## config.mk

```make
export PLATFORM = sky130hd
export DESIGN_NAME = seq_loader_flat
export DESIGN_NICKNAME = d
export VERILOG_FILES = /design/src/rtl/seq_loader_pkg.sv /design/src/rtl/seq_loader_if.sv /design/src/rtl/seq_gap_timer.sv /design/src/rtl/seq_loader.sv /design/src/flat_wrapper.sv
export SDC_FILE = /design/constraint.sdc
export NUM_CORES = 1
export LEC_CHECK = 0
export BUFFER_PORTS_ARGS = -buffer_cell sky130_fd_sc_hd__buf_2
export CORE_ASPECT_RATIO = 0.5
export CORE_MARGIN = 10
export CORE_UTILIZATION = 33
export CTS_CLUSTER_SIZE = 16
export DETAILED_ROUTE_END_ITERATION = 16
export GPL_TIMING_DRIVEN = 0
export PLACE_DENSITY = 0.52
export SYNTH_ARGS = -nofsm -noshare
export SYNTH_HDL_FRONTEND = slang
export SYNTH_SLANG_ARGS = --single-unit
```

## constraint.sdc

```tcl
create_clock -name clk -period 2.8 [get_ports clk]
set_clock_uncertainty 0.1 [all_clocks]
set_input_delay 0 -clock clk [delete_from_list [all_inputs] [get_ports clk]]
set_output_delay 0 -clock clk [all_outputs]
set_load 0.1 [all_outputs]
```

## src/rtl/seq_loader_pkg.sv

```systemverilog
// Shared types and constants for the beam-config sequencer loader.
package seq_loader_pkg;

  typedef enum logic [2:0] {
    IDLE     = 3'd0,
    HDR      = 3'd1,
    ARM      = 3'd2,
    DATA     = 3'd3,
    PLAY_ARM = 3'd4,
    RUN      = 3'd5
  } state_t;

  localparam logic [7:0] SYNC_BYTE_DEF = 8'hA5;
  localparam int         MAX_WORDS     = 31;
  localparam int         CNT_W         = $clog2(MAX_WORDS + 1);

  localparam logic [1:0] MODE_DEF  = 2'b00;
  localparam logic [1:0] MODE_T1   = 2'b01;
  localparam logic [1:0] MODE_T2   = 2'b10;
  localparam logic [1:0] MODE_PROG = 2'b11;

  localparam int HDR_PLAY_BIT = 7;
  localparam int HDR_MODE_MSB = 6;
  localparam int HDR_MODE_LSB = 5;
  localparam int HDR_CNT_MSB  = 4;

  function automatic logic [CNT_W-1:0] hdr_count(input logic [7:0] hdr);
    return hdr[HDR_CNT_MSB:0];
  endfunction

endpackage

```

## src/rtl/seq_loader_if.sv

```systemverilog
// Host byte stream plus sequencer load/play signals.
interface seq_loader_if;
  logic [7:0] in_data;
  logic       in_valid;
  logic       in_ready;
  logic       wr;
  logic       seq_en;
  logic [7:0] dato;
  logic [1:0] mode;
  logic       busy;
  logic       frame_err;

  modport master (
    output in_data, in_valid,
    input  in_ready, wr, seq_en, dato, mode, busy, frame_err
  );

  modport slave (
    input  in_data, in_valid,
    output in_ready, wr, seq_en, dato, mode, busy, frame_err
  );
endinterface

```

## src/rtl/seq_gap_timer.sv

```systemverilog
// Inter-byte gap down-counter; expired is asserted in the last idle cycle
// so the abort is registered exactly TIMEOUT_CYC cycles after the last byte.
module seq_gap_timer #(
  parameter int unsigned TIMEOUT_CYC = 1024
) (
  input  logic clk,
  input  logic rst_n,
  input  logic clr,
  input  logic en,
  output logic expired
);
  localparam int W = $clog2(TIMEOUT_CYC + 1);

  logic [W-1:0] cnt_q, cnt_d;

  always_comb begin
    cnt_d = cnt_q;
    if (clr) begin
      cnt_d = W'(TIMEOUT_CYC - 1);
    end else if (en && cnt_q != '0) begin
      cnt_d = cnt_q - W'(1);
    end
  end

  assign expired = en & ~clr & (cnt_q == '0);

  always_ff @(posedge clk) begin
    if (!rst_n) cnt_q <= '0;
    else        cnt_q <= cnt_d;
  end
endmodule

```

## src/rtl/seq_loader.sv

```systemverilog
// Host-to-sequencer table loader: turns framed host bytes into sequencer
// write cycles and optionally launches and tracks a playback run.
//
// state    | meaning
// IDLE     | hunting for SYNC_BYTE, other bytes consumed
// HDR      | waiting for the header byte
// ARM      | write-pointer reset cycle (wr=1, seq_en=1)
// DATA     | one sequencer write per accepted byte
// PLAY_ARM | last write on the bus, start pulse follows
// RUN      | playback in progress, mode held
module seq_loader
  import seq_loader_pkg::*;
#(
  parameter int unsigned TIMEOUT_CYC = 1024,
  parameter int unsigned PLAY_LEN    = 31,
  parameter logic [7:0]  SYNC_BYTE   = SYNC_BYTE_DEF
) (
  input  logic        clk,
  input  logic        rst_n,
  seq_loader_if.slave bus
);
  localparam int RUN_W = $clog2(PLAY_LEN + 1);

  state_t           state_q, state_d;
  logic [CNT_W-1:0] cnt_q, cnt_d;
  logic [RUN_W-1:0] run_q, run_d;
  logic             play_q, play_d;
  logic [1:0]       pmode_q, pmode_d;
  logic             wr_q, wr_d;
  logic             seq_en_q, seq_en_d;
  logic [7:0]       dato_q, dato_d;
  logic [1:0]       mode_q, mode_d;
  logic             busy_q, busy_d;
  logic             ferr_q, ferr_d;
  logic             in_ready, accept, tmr_en, tmr_clr, tmr_exp;

  assign in_ready = (state_q == IDLE) || (state_q == HDR) || (state_q == DATA);
  assign accept   = bus.in_valid & in_ready;
  assign tmr_en   = (state_q == HDR) || (state_q == DATA);
  assign tmr_clr  = accept | ~tmr_en;

  seq_gap_timer #(.TIMEOUT_CYC(TIMEOUT_CYC)) u_gap_timer (
    .clk     (clk),
    .rst_n   (rst_n),
    .clr     (tmr_clr),
    .en      (tmr_en),
    .expired (tmr_exp)
  );

  always_comb begin
    state_d  = state_q;
    cnt_d    = cnt_q;
    run_d    = run_q;
    play_d   = play_q;
    pmode_d  = pmode_q;
    wr_d     = 1'b0;
    seq_en_d = 1'b0;
    dato_d   = dato_q;
    mode_d   = MODE_DEF;
    busy_d   = busy_q;
    ferr_d   = 1'b0;

    case (state_q)
      IDLE: begin
        if (accept && bus.in_data == SYNC_BYTE) state_d = HDR;
      end
      HDR: begin
        if (tmr_exp) begin
          ferr_d  = 1'b1;
          busy_d  = 1'b0;
          state_d = IDLE;
        end else if (accept) begin
          play_d  = bus.in_data[HDR_PLAY_BIT];
          pmode_d = bus.in_data[HDR_MODE_MSB:HDR_MODE_LSB];
          cnt_d   = hdr_count(bus.in_data);
          busy_d  = 1'b1;
          if (hdr_count(bus.in_data) != '0) begin
            wr_d     = 1'b1;
            seq_en_d = 1'b1;
            state_d  = ARM;
          end else if (bus.in_data[HDR_PLAY_BIT]) begin
            state_d = PLAY_ARM;
          end else begin
            busy_d  = 1'b0;
            state_d = IDLE;
          end
        end
      end
      ARM: state_d = DATA;
      DATA: begin
        if (tmr_exp) begin
          ferr_d  = 1'b1;
          busy_d  = 1'b0;
          state_d = IDLE;
        end else if (accept) begin
          wr_d   = 1'b1;
          dato_d = bus.in_data;
          cnt_d  = cnt_q - CNT_W'(1);
          if (cnt_q == CNT_W'(1)) begin
            if (play_q) begin
              state_d = PLAY_ARM;
            end else begin
              busy_d  = 1'b0;
              state_d = IDLE;
            end
          end
        end
      end
      PLAY_ARM: begin
        seq_en_d = 1'b1;
        mode_d   = pmode_q;
        run_d    = RUN_W'(PLAY_LEN);
        state_d  = RUN;
      end
      RUN: begin
        // The start-pulse cycle is followed by PLAY_LEN steps with mode held.
        if (run_q == '0) begin
          busy_d  = 1'b0;
          state_d = IDLE;
        end else begin
          mode_d = pmode_q;
          run_d  = run_q - RUN_W'(1);
        end
      end
      default: state_d = IDLE;
    endcase
  end

  always_ff @(posedge clk) begin
    if (!rst_n) begin
      state_q  <= IDLE;
      cnt_q    <= '0;
      run_q    <= '0;
      play_q   <= 1'b0;
      pmode_q  <= MODE_DEF;
      wr_q     <= 1'b0;
      seq_en_q <= 1'b0;
      dato_q   <= '0;
      mode_q   <= MODE_DEF;
      busy_q   <= 1'b0;
      ferr_q   <= 1'b0;
    end else begin
      state_q  <= state_d;
      cnt_q    <= cnt_d;
      run_q    <= run_d;
      play_q   <= play_d;
      pmode_q  <= pmode_d;
      wr_q     <= wr_d;
      seq_en_q <= seq_en_d;
      dato_q   <= dato_d;
      mode_q   <= mode_d;
      busy_q   <= busy_d;
      ferr_q   <= ferr_d;
    end
  end

  assign bus.in_ready  = in_ready;
  assign bus.wr        = wr_q;
  assign bus.seq_en    = seq_en_q;
  assign bus.dato      = dato_q;
  assign bus.mode      = mode_q;
  assign bus.busy      = busy_q;
  assign bus.frame_err = ferr_q;
endmodule

```

## src/flat_wrapper.sv

```systemverilog
// flat-port wrapper written by rule: the top's interface ports become plain ports
module seq_loader_flat import seq_loader_pkg::*;
#(
  parameter int unsigned TIMEOUT_CYC = 1024,
  parameter int unsigned PLAY_LEN    = 31,
  parameter logic [7:0]  SYNC_BYTE   = SYNC_BYTE_DEF
)
  (clk, rst_n, bus_in_data, bus_in_valid, bus_in_ready, bus_wr, bus_seq_en, bus_dato, bus_mode, bus_busy, bus_frame_err);
  seq_loader_if bus_i ();
  input  logic clk;
  input  logic rst_n;
  input wire logic [$bits(bus_i.in_data)-1:0] bus_in_data;
  input wire logic [$bits(bus_i.in_valid)-1:0] bus_in_valid;
  output wire logic [$bits(bus_i.in_ready)-1:0] bus_in_ready;
  output wire logic [$bits(bus_i.wr)-1:0] bus_wr;
  output wire logic [$bits(bus_i.seq_en)-1:0] bus_seq_en;
  output wire logic [$bits(bus_i.dato)-1:0] bus_dato;
  output wire logic [$bits(bus_i.mode)-1:0] bus_mode;
  output wire logic [$bits(bus_i.busy)-1:0] bus_busy;
  output wire logic [$bits(bus_i.frame_err)-1:0] bus_frame_err;
  assign bus_i.in_data = bus_in_data;
  assign bus_i.in_valid = bus_in_valid;
  assign bus_in_ready = bus_i.in_ready;
  assign bus_wr = bus_i.wr;
  assign bus_seq_en = bus_i.seq_en;
  assign bus_dato = bus_i.dato;
  assign bus_mode = bus_i.mode;
  assign bus_busy = bus_i.busy;
  assign bus_frame_err = bus_i.frame_err;
  seq_loader #(.TIMEOUT_CYC(TIMEOUT_CYC), .PLAY_LEN(PLAY_LEN), .SYNC_BYTE(SYNC_BYTE)) u_core (.clk(clk), .rst_n(rst_n), .bus(bus_i));
endmodule
```

==> results of run 1 <==
-- worst paths after layout --
kind              slack (ns)  depth (start not counted)           endpoint                        start
setup / recovery        0.40                          8  u_core.state_q[1]  u_core.u_gap_timer.cnt_q[0]
hold reg to reg         0.35                          2    u_core.bus.busy              u_core.bus.busy
hold / removal          0.05                          2    u_core.cnt_q[4]                        rst_n
setup reg to reg        0.40                          8  u_core.state_q[1]  u_core.u_gap_timer.cnt_q[0]
-- critical path: stages, from the launching register on --
cell	delay [ns]
dfxtp_1	0.33
inv_1	0.08
ha_1	0.13
or4b_1	0.49
or4_4	0.44
buf_6	0.16
a22oi_4	0.19
o2111ai_1	0.20
o22ai_1	0.21
-- state kept, by name, indices dropped and copies added (netlist names) --
| signal | count |
|---|---|
| u_core.bus.frame_err | 1 |
| u_core.state_q | 3 |
| u_core.bus.wr | 1 |
| u_core.bus.busy | 1 |
| u_core.bus.dato | 8 |
| u_core.bus.seq_en | 1 |
| u_core.play_q | 1 |
| u_core.run_q | 5 |
| u_core.pmode_q | 2 |
| u_core.u_gap_timer.cnt_q | 11 |
| u_core.cnt_q | 5 |
| u_core.bus.mode | 2 |
-- routing by layer --
layer	GRT usage (%)	vias up	share of wire, %	wire length, um
li1	-	913	-	-
met1	13.1	797	48	2340
met2	16.4	37	45	2170
met3	2.87	5	5.6	271
met4	3.34	0	1.1	53
met5	0	-	0	0
-- power by group --
part	internal [mW]	leakage, nW	switching [mW]
registers	0.591	0.334	0.00812
logic	0.0267	0.532	0.0351
clock network	0.509	0.0938	0.227
-- area by class of cell --
| type | count | area [um^2] |
|---|---|---|
| tap | 73 | 91.3 |
| timing repair buffer | 32 | 200 |
| fill | 555 | 3170 |
| clock inverter | 3 | 65.1 |
| inverter | 9 | 33.8 |
| buffer | 16 | 68.8 |
| sequential | 41 | 821 |
| clock buffer | 5 | 125 |
| multi-input combinational | 172 | 1060 |
-- cells in the mapped netlist (all sizes together) (4+ instances only) --
library cell  number  share of area (%)
o21a               4                1.5
nand3              4                1.0
ha                 6                3.8
clkbuf            14                2.7
nor2              15                2.8
xor2               8                3.5
nand2             29                5.5
dfxtp             41                 41
o21ai             11                2.8
a211oi             4                1.5
nor3              13                3.3
nor2b              5                1.6
a21oi             31                7.8
xnor2              4                1.8
inv                9                1.7
-- logic make-up (layout without fill, tap and decap cells) --
logic type | count (synthesis) | in the layout
and+or+nand+nor | 90 | 90
AOI/OAI and AO/OA | 62 | 62
DFF | 41 | 41
buffers and inverters | 25 | 65
xor gates and xnor gates | 12 | 12
adders and majority gates | 6 | 6
muxes | 2 | 2
-- per-stage QoR --
stage	total power, mW	cell area, um^2	hold WS, ns
floorplan	0.642	1980	0.0360
global placement	0.665	2190	0.172
detailed placement	0.665	2190	0.170
CTS	1.41	2460	0.0267
global route	1.44	2460	0.0594
finish	1.40	2460	0.0459
-- what timing repair did --
action / CTS / global route
gates resized for setup: 0 / 0
endpoints found under the hold margin: 13 / 0
hold buffers: 8 / 0
==> results.py, run 1 <==
metrics = {
    "route": {
        "drt_drc_violations_left": 0,
        "dr.pass1.iters": 4,
        "drt_iter0_markers": 80,
        "via_per_inst": 4.99,
        "routed_wl_um": 4840,
        "detail_route.wl_per_cell_um": 13.8,
        "vias": 1752,
        "ant_nets": 0,
    },
    "clock_tree": {
        "cts_setup_buffers": 0,
        "cts.sinks": 41,
        "cts_buffers": 5,
        "tritoncts": "yes",
        "clock_path_buffers": 2,
        "clk-insertion-delay-late_ns": 0.28,
        "cts_root_buffer": "clkbuf_16",
        "htree_num_levels": 2,
        "cts.clk_slew.worst_paths_ns": 0.06,
    },
    "layout": {
        "fin_cells": 351,
        "area_growth_pct": 24.3,
        "final_cell_mix": "dfxtp_1 (41), a21oi_1 (31), nand2_1 (29)",
        "final_common_cell": "dfxtp_1",
        "finish.utilization_pct": 43.7,
        "layout.nets": 294,
        "drive_gt1_share_pct": 14.4,
        "diodes": 0,
    },
    "floorplan": {
        "dieArea_mm2": 0.00969,
        "die_w_um": 130,
        "rows": 19,
        "core-area_mm2": 0.00563,
        "initial_core_util_pct": 35.2,
        "fp.dieH_um": 74.8,
        "ios": 26,
    },
    "synthesis": {
        "yosysSeqAreaShare_pct": 41.4,
        "async_flop_share_pct": 0,
        "synth-adder-area-share_pct": 3.79,
        "muxShareOfSynthArea_pct": 1.07,
        "synthesis.nets": 255,
        "synth_area_per_cell_um2": 8.32,
        "ys_ff_latch": 41,
        "synth_top_family_by_area": "simple AND/OR/NAND/NOR gates",
        "synth_cell_types": 43,
        "synth_warnings": 0,
        "synthXorXnorAreaFrac_pct": 5.31,
        "synthSimpleGateAreaFrac_pct": 23.8,
        "syn-cell-area_mm2": 0.00198,
        "synth_compound_area_share_pct": 19.5,
        "synth-main-ff-cell": "dfxtp_1",
        "synthCells": 238,
        "synth_edf_count": 0,
    },
    "placement": {
        "dp_slack_ns": 0.413,
        "routabilityCongestion": 0.778,
        "dp.cells": 335,
        "io_buffer_count": 24,
        "dp_hpwl_um": 3480,
    },
    "timing": {
        "tns_ns": 0,
        "tightest_slew_ns": 0.640,
        "grt_setup_unrepaired": "false",
        "hold_viol_final": 0,
        "relSlewSlack_pct": 57.4,
        "slew_violations": 0,
        "setup_ws_ns": 0.396,
        "max_freq_mhz": 416,
        "finalCritPeriodShare_pct": 85.9,
        "finalSetupViolCount": 0,
        "finalCriticalPeriod_ns": 2.40,
    },
    "setup_path": {
        "critical_path_arrival_ns": 2.51,
        "crit_type": "reg -> reg",
        "setup.worst_path.start_class": "register",
        "crit_fanout": 10,
        "crit_path_end_kind": "register",
        "crit_required_ns": 2.90,
    },
    "grt": {
        "track_usage_pct": 10.2,
        "grt-ovfl-total": 0,
        "grt_pass1_wl_um": 8000,
        "antenna_found_initial": 0,
        "first_global_vias": 1617,
        "grt_max_degree": 14,
    },
    "pwr": {
        "ir_worst_vdd_mv": 0.245,
        "powerDensity_mw_per_mm2": 567,
        "leakagePower_nw": 0.959,
    },
    "status": {
        "outcome": "completed",
    },
    "worst_hold_path": {
        "hold_class": "in -> reg",
    },
    "run": {
        "drv_cap": 0,
    },
}
(Power assumes the default switching activity.)
==> run 2, diff against run 1 <==
--- a/config.mk
+++ b/config.mk
@@ -5,14 +5,16 @@
 export SDC_FILE = /design/constraint.sdc
 export NUM_CORES = 1
 export LEC_CHECK = 0
-export BUFFER_PORTS_ARGS = -buffer_cell sky130_fd_sc_hd__buf_2
 export CORE_ASPECT_RATIO = 0.5
 export CORE_MARGIN = 10
 export CORE_UTILIZATION = 33
+export CTS_BUF_LIST = sky130_fd_sc_hd__clkbuf_4
 export CTS_CLUSTER_SIZE = 16
 export DETAILED_ROUTE_END_ITERATION = 16
+export DONT_BUFFER_PORTS = 1
 export GPL_TIMING_DRIVEN = 0
-export PLACE_DENSITY = 0.52
+export PLACE_DENSITY = 0.48
 export SYNTH_ARGS = -nofsm -noshare
 export SYNTH_HDL_FRONTEND = slang
+export SYNTH_HIERARCHICAL = 1
 export SYNTH_SLANG_ARGS = --single-unit
==> run 2 against run 1 <==
  * Die area is 8.1% higher
  * Cell count grew 2.8%
  * Combinational power grew 5.5%
  * Fmax down 11%
  * Utilization is 3.3 points lower
  * Wire length grew 23%
  * Global-route usage increased by 0.97 points
  * Flip-flop and latch count did not move
  * Synthesized area grew 10%
  * Setup slack got worse by 0.31 ns
  * Sequential share of layout area fell by 0.71 points
  * Clock power down 58%
  * Critical path type unchanged
  * Highest routed layer unchanged
==> results.py, run 2 <==
metrics = {
    "synthesis": {
        "ys_top_cells_by_count": "dfxtp_1 (41), nand2_1 (23), a21boi_0 (17), o21ai_0 (15), nand3_1 (14)",
        "synth_top_area_share_pct": 37.6,
        "ys_ff_latch": 41,
        "synthesis.nets": 270,
        "syn-cell-area_mm2": 0.00219,
        "synth-main-ff-cell": "dfxtp_1",
        "synth_top_cells_by_area": "dfxtp_1 (38%), a21boi_0 (5.8%), nand2_1 (3.9%), ha_1 (3.4%), o21ai_0 (3.4%)",
        "yosysSeqAreaShare_pct": 37.6,
        "synthCells": 253,
        "synth_cell_types": 53,
        "synth_warnings": 6,
        "synth.most_common_cell": "dfxtp_1",
        "synth_edf_count": 0,
        "async_flop_share_pct": 0,
        "synth_area_per_cell_um2": 8.64,
        "synth_top_area_cell": "dfxtp_1",
    },
    "layout": {
        "finish.utilization_pct": 40.4,
        "fin_area_mm2": 0.00252,
        "largest_register_ff_count": 11,
        "diodes": 0,
        "final_common_cell": "dfxtp_1",
        "drive_gt1_share_pct": 12.1,
        "top_register": "u_core/u_gap_timer/cnt_q",
        "layout.nets": 289,
        "final_cell_mix": "dfxtp_1 (40), nand2_1 (21), a21boi_0 (17)",
        "fin_cells": 361,
        "area_growth_pct": 15.3,
    },
    "clock_tree": {
        "clk-insertion-delay-late_ns": 0.35,
        "cts.sinks": 41,
        "tritoncts": "yes",
        "clock_path_buffers": 2,
        "htree_num_levels": 2,
        "cts_root_buffer": "clkbuf_4",
        "cts.clk_slew.worst_paths_ns": 0.12,
        "cts_buffers": 5,
    },
    "grt": {
        "first_global_vias": 1798,
        "grt_pass1_wl_um": 9610,
        "antenna_found_initial": 0,
        "track_usage_pct": 11.2,
        "grt-ovfl-total": 0,
        "grt_max_degree": 13,
    },
    "pwr": {
        "leakagePower_nw": 0.882,
        "ir_worst_vdd_mv": 0.166,
        "power_mw": 0.972,
        "powerDensity_mw_per_mm2": 386,
    },
    "setup_path": {
        "crit_path_top_delay_cell": "or3b_1",
        "worstPathCellList": "clkbuf_4 > inv_1 > nor2_4 > or3b_1 > nor4_4 > buf_4 > inv_1 > a32oi_2 > o2111ai_1 > mux2i_1",
        "critical_path_arrival_ns": 2.86,
        "setup.worst_path.start_class": "register",
        "crit_required_ns": 2.95,
        "crit_type": "reg -> reg",
        "crit_fanout": 10,
        "path_common_cell": "inv_1",
        "crit_path_end_kind": "register",
        "cpPeakStageDelay_ns": 0.46,
    },
    "route": {
        "drt_drc_violations_left": 0,
        "dr.pass1.iters": 4,
        "routed_wl_um": 5930,
        "detail_route.wl_per_cell_um": 16.4,
        "via_per_inst": 5.45,
        "vias": 1968,
        "ant_nets": 0,
        "drt_iter0_markers": 171,
    },
    "floorplan": {
        "ios": 26,
        "dieArea_mm2": 0.0105,
        "fp.dieH_um": 77.6,
        "core-area_mm2": 0.00623,
        "die_w_um": 135,
        "rows": 20,
        "initial_core_util_pct": 35.1,
    },
    "timing": {
        "tightest_slew_ns": 1.08,
        "finalSetupViolCount": 0,
        "finalCriticalPeriod_ns": 2.71,
        "hold_viol_final": 0,
        "finalCritPeriodShare_pct": 96.8,
        "relSlewSlack_pct": 27.8,
        "slew_violations": 0,
        "max_freq_mhz": 369,
        "hold_ws_ns": 0.00124,
    },
    "placement": {
        "io_buffer_count": 0,
        "routabilityCongestion": 0.799,
        "place_area_mm2": 0.00230,
        "dp_hpwl_um": 4220,
        "dp.cells": 341,
    },
    "worst_hold_path": {
        "hold_class": "in -> reg",
    },
    "run": {
        "drv_cap": 0,
    },
    "status": {
        "outcome": "completed",
    },
}
run 2: cell count changes in the layout (fill, tap and decap cells not counted), moves of 8 or more:
cell,delta
xor2_1,-8
nor2_1,-9
buf_2,-24
a21oi_1,-20
a21boi_0,+17
nand3_1,+10
nand2_1,-8
run 2: path summary, 6_finish.rpt:
path                     startpoint                  to  slack (ns)  cells after the start
hold / removal         bus_in_valid     u_core/cnt_q[1]       0.001                      3
setup reg to reg  u_core/state_q[0]     u_core/bus.busy        0.09                     10
hold reg to reg   u_core/pmode_q[0]  u_core/bus.mode[0]        0.39                      1
setup / recovery  u_core/state_q[0]     u_core/bus.busy        0.09                     10
run 2: critical path, delay by kind of cell, from the launching register on:
kind / cells / cell delay [ns]
AOI/OAI and AO/OA: 2 / 0.49
buffers and inverters: 4 / 0.61
DFF: 1 / 0.42
muxes: 1 / 0.15
and+or+nand+nor: 3 / 0.82
run 2: what timing repair did:
item / 4_1_cts / 5_1_grt
gates cloned: 0 / 0
hold buffers: 10 / 0
endpoints found under the setup margin: 24 / 20
buffers inserted: 2 / 2
resized for setup: 6 / 6
hold endpoints to repair: 38 / 0
pin swaps: 1 / 1
run 2: logic make-up (layout without fill, tap and decap cells):
family | count (synthesis) | count (layout) | synth area share, %
and+or+nand+nor | 95 | 95 | 25.5
DFF | 41 | 41 | 37.6
muxes | 4 | 4 | 1.83
xor gates and xnor gates | 4 | 4 | 1.60
AOI/OAI and AO/OA | 76 | 76 | 25.3
adders and majority gates | 6 | 6 | 3.43
buffers and inverters | 27 | 47 | 4.75
run 2: area by class of cell:
type / instances / area, um^2
Clock inverter: 2 / 10.0
Fill cell: 631 / 3710
Timing Repair Buffer: 14 / 130
Sequential cell: 41 / 822
Tap cell: 88 / 110
Clock buffer: 6 / 45.0
Multi-Input combinational cell: 185 / 1300
Buffer: 13 / 56.3
Inverter: 12 / 45.0
run 2: where the power goes:
group,internal [mW],switching [mW],total [mW],leakage (nW)
Combinational,0.0302,0.0349,0.0651,0.512
Clock,0.106,0.201,0.307,0.0354
Sequential,0.591,0.00859,0.600,0.334
run 2: per-layer routing:
layer | share of wire (%) | GRT usage (%)
met1 | 49 | 14.4
met2 | 46 | 18.0
met3 | 4.3 | 3.53
met4 | 0.40 | 2.24
met5 | 0 | 0
run 2: metrics by stage:
| stage | setup slack [ns] | TNS, ns |
|---|---|---|
| finish | 0.0887 | 0 |
| global route | -0.00334 | -0.00334 |
| CTS | 0.0124 | 0 |
| detailed placement | -0.677 | -13.32 |
| global placement | -0.637 | -12.30 |
| floorplan | 0.142 | 0 |
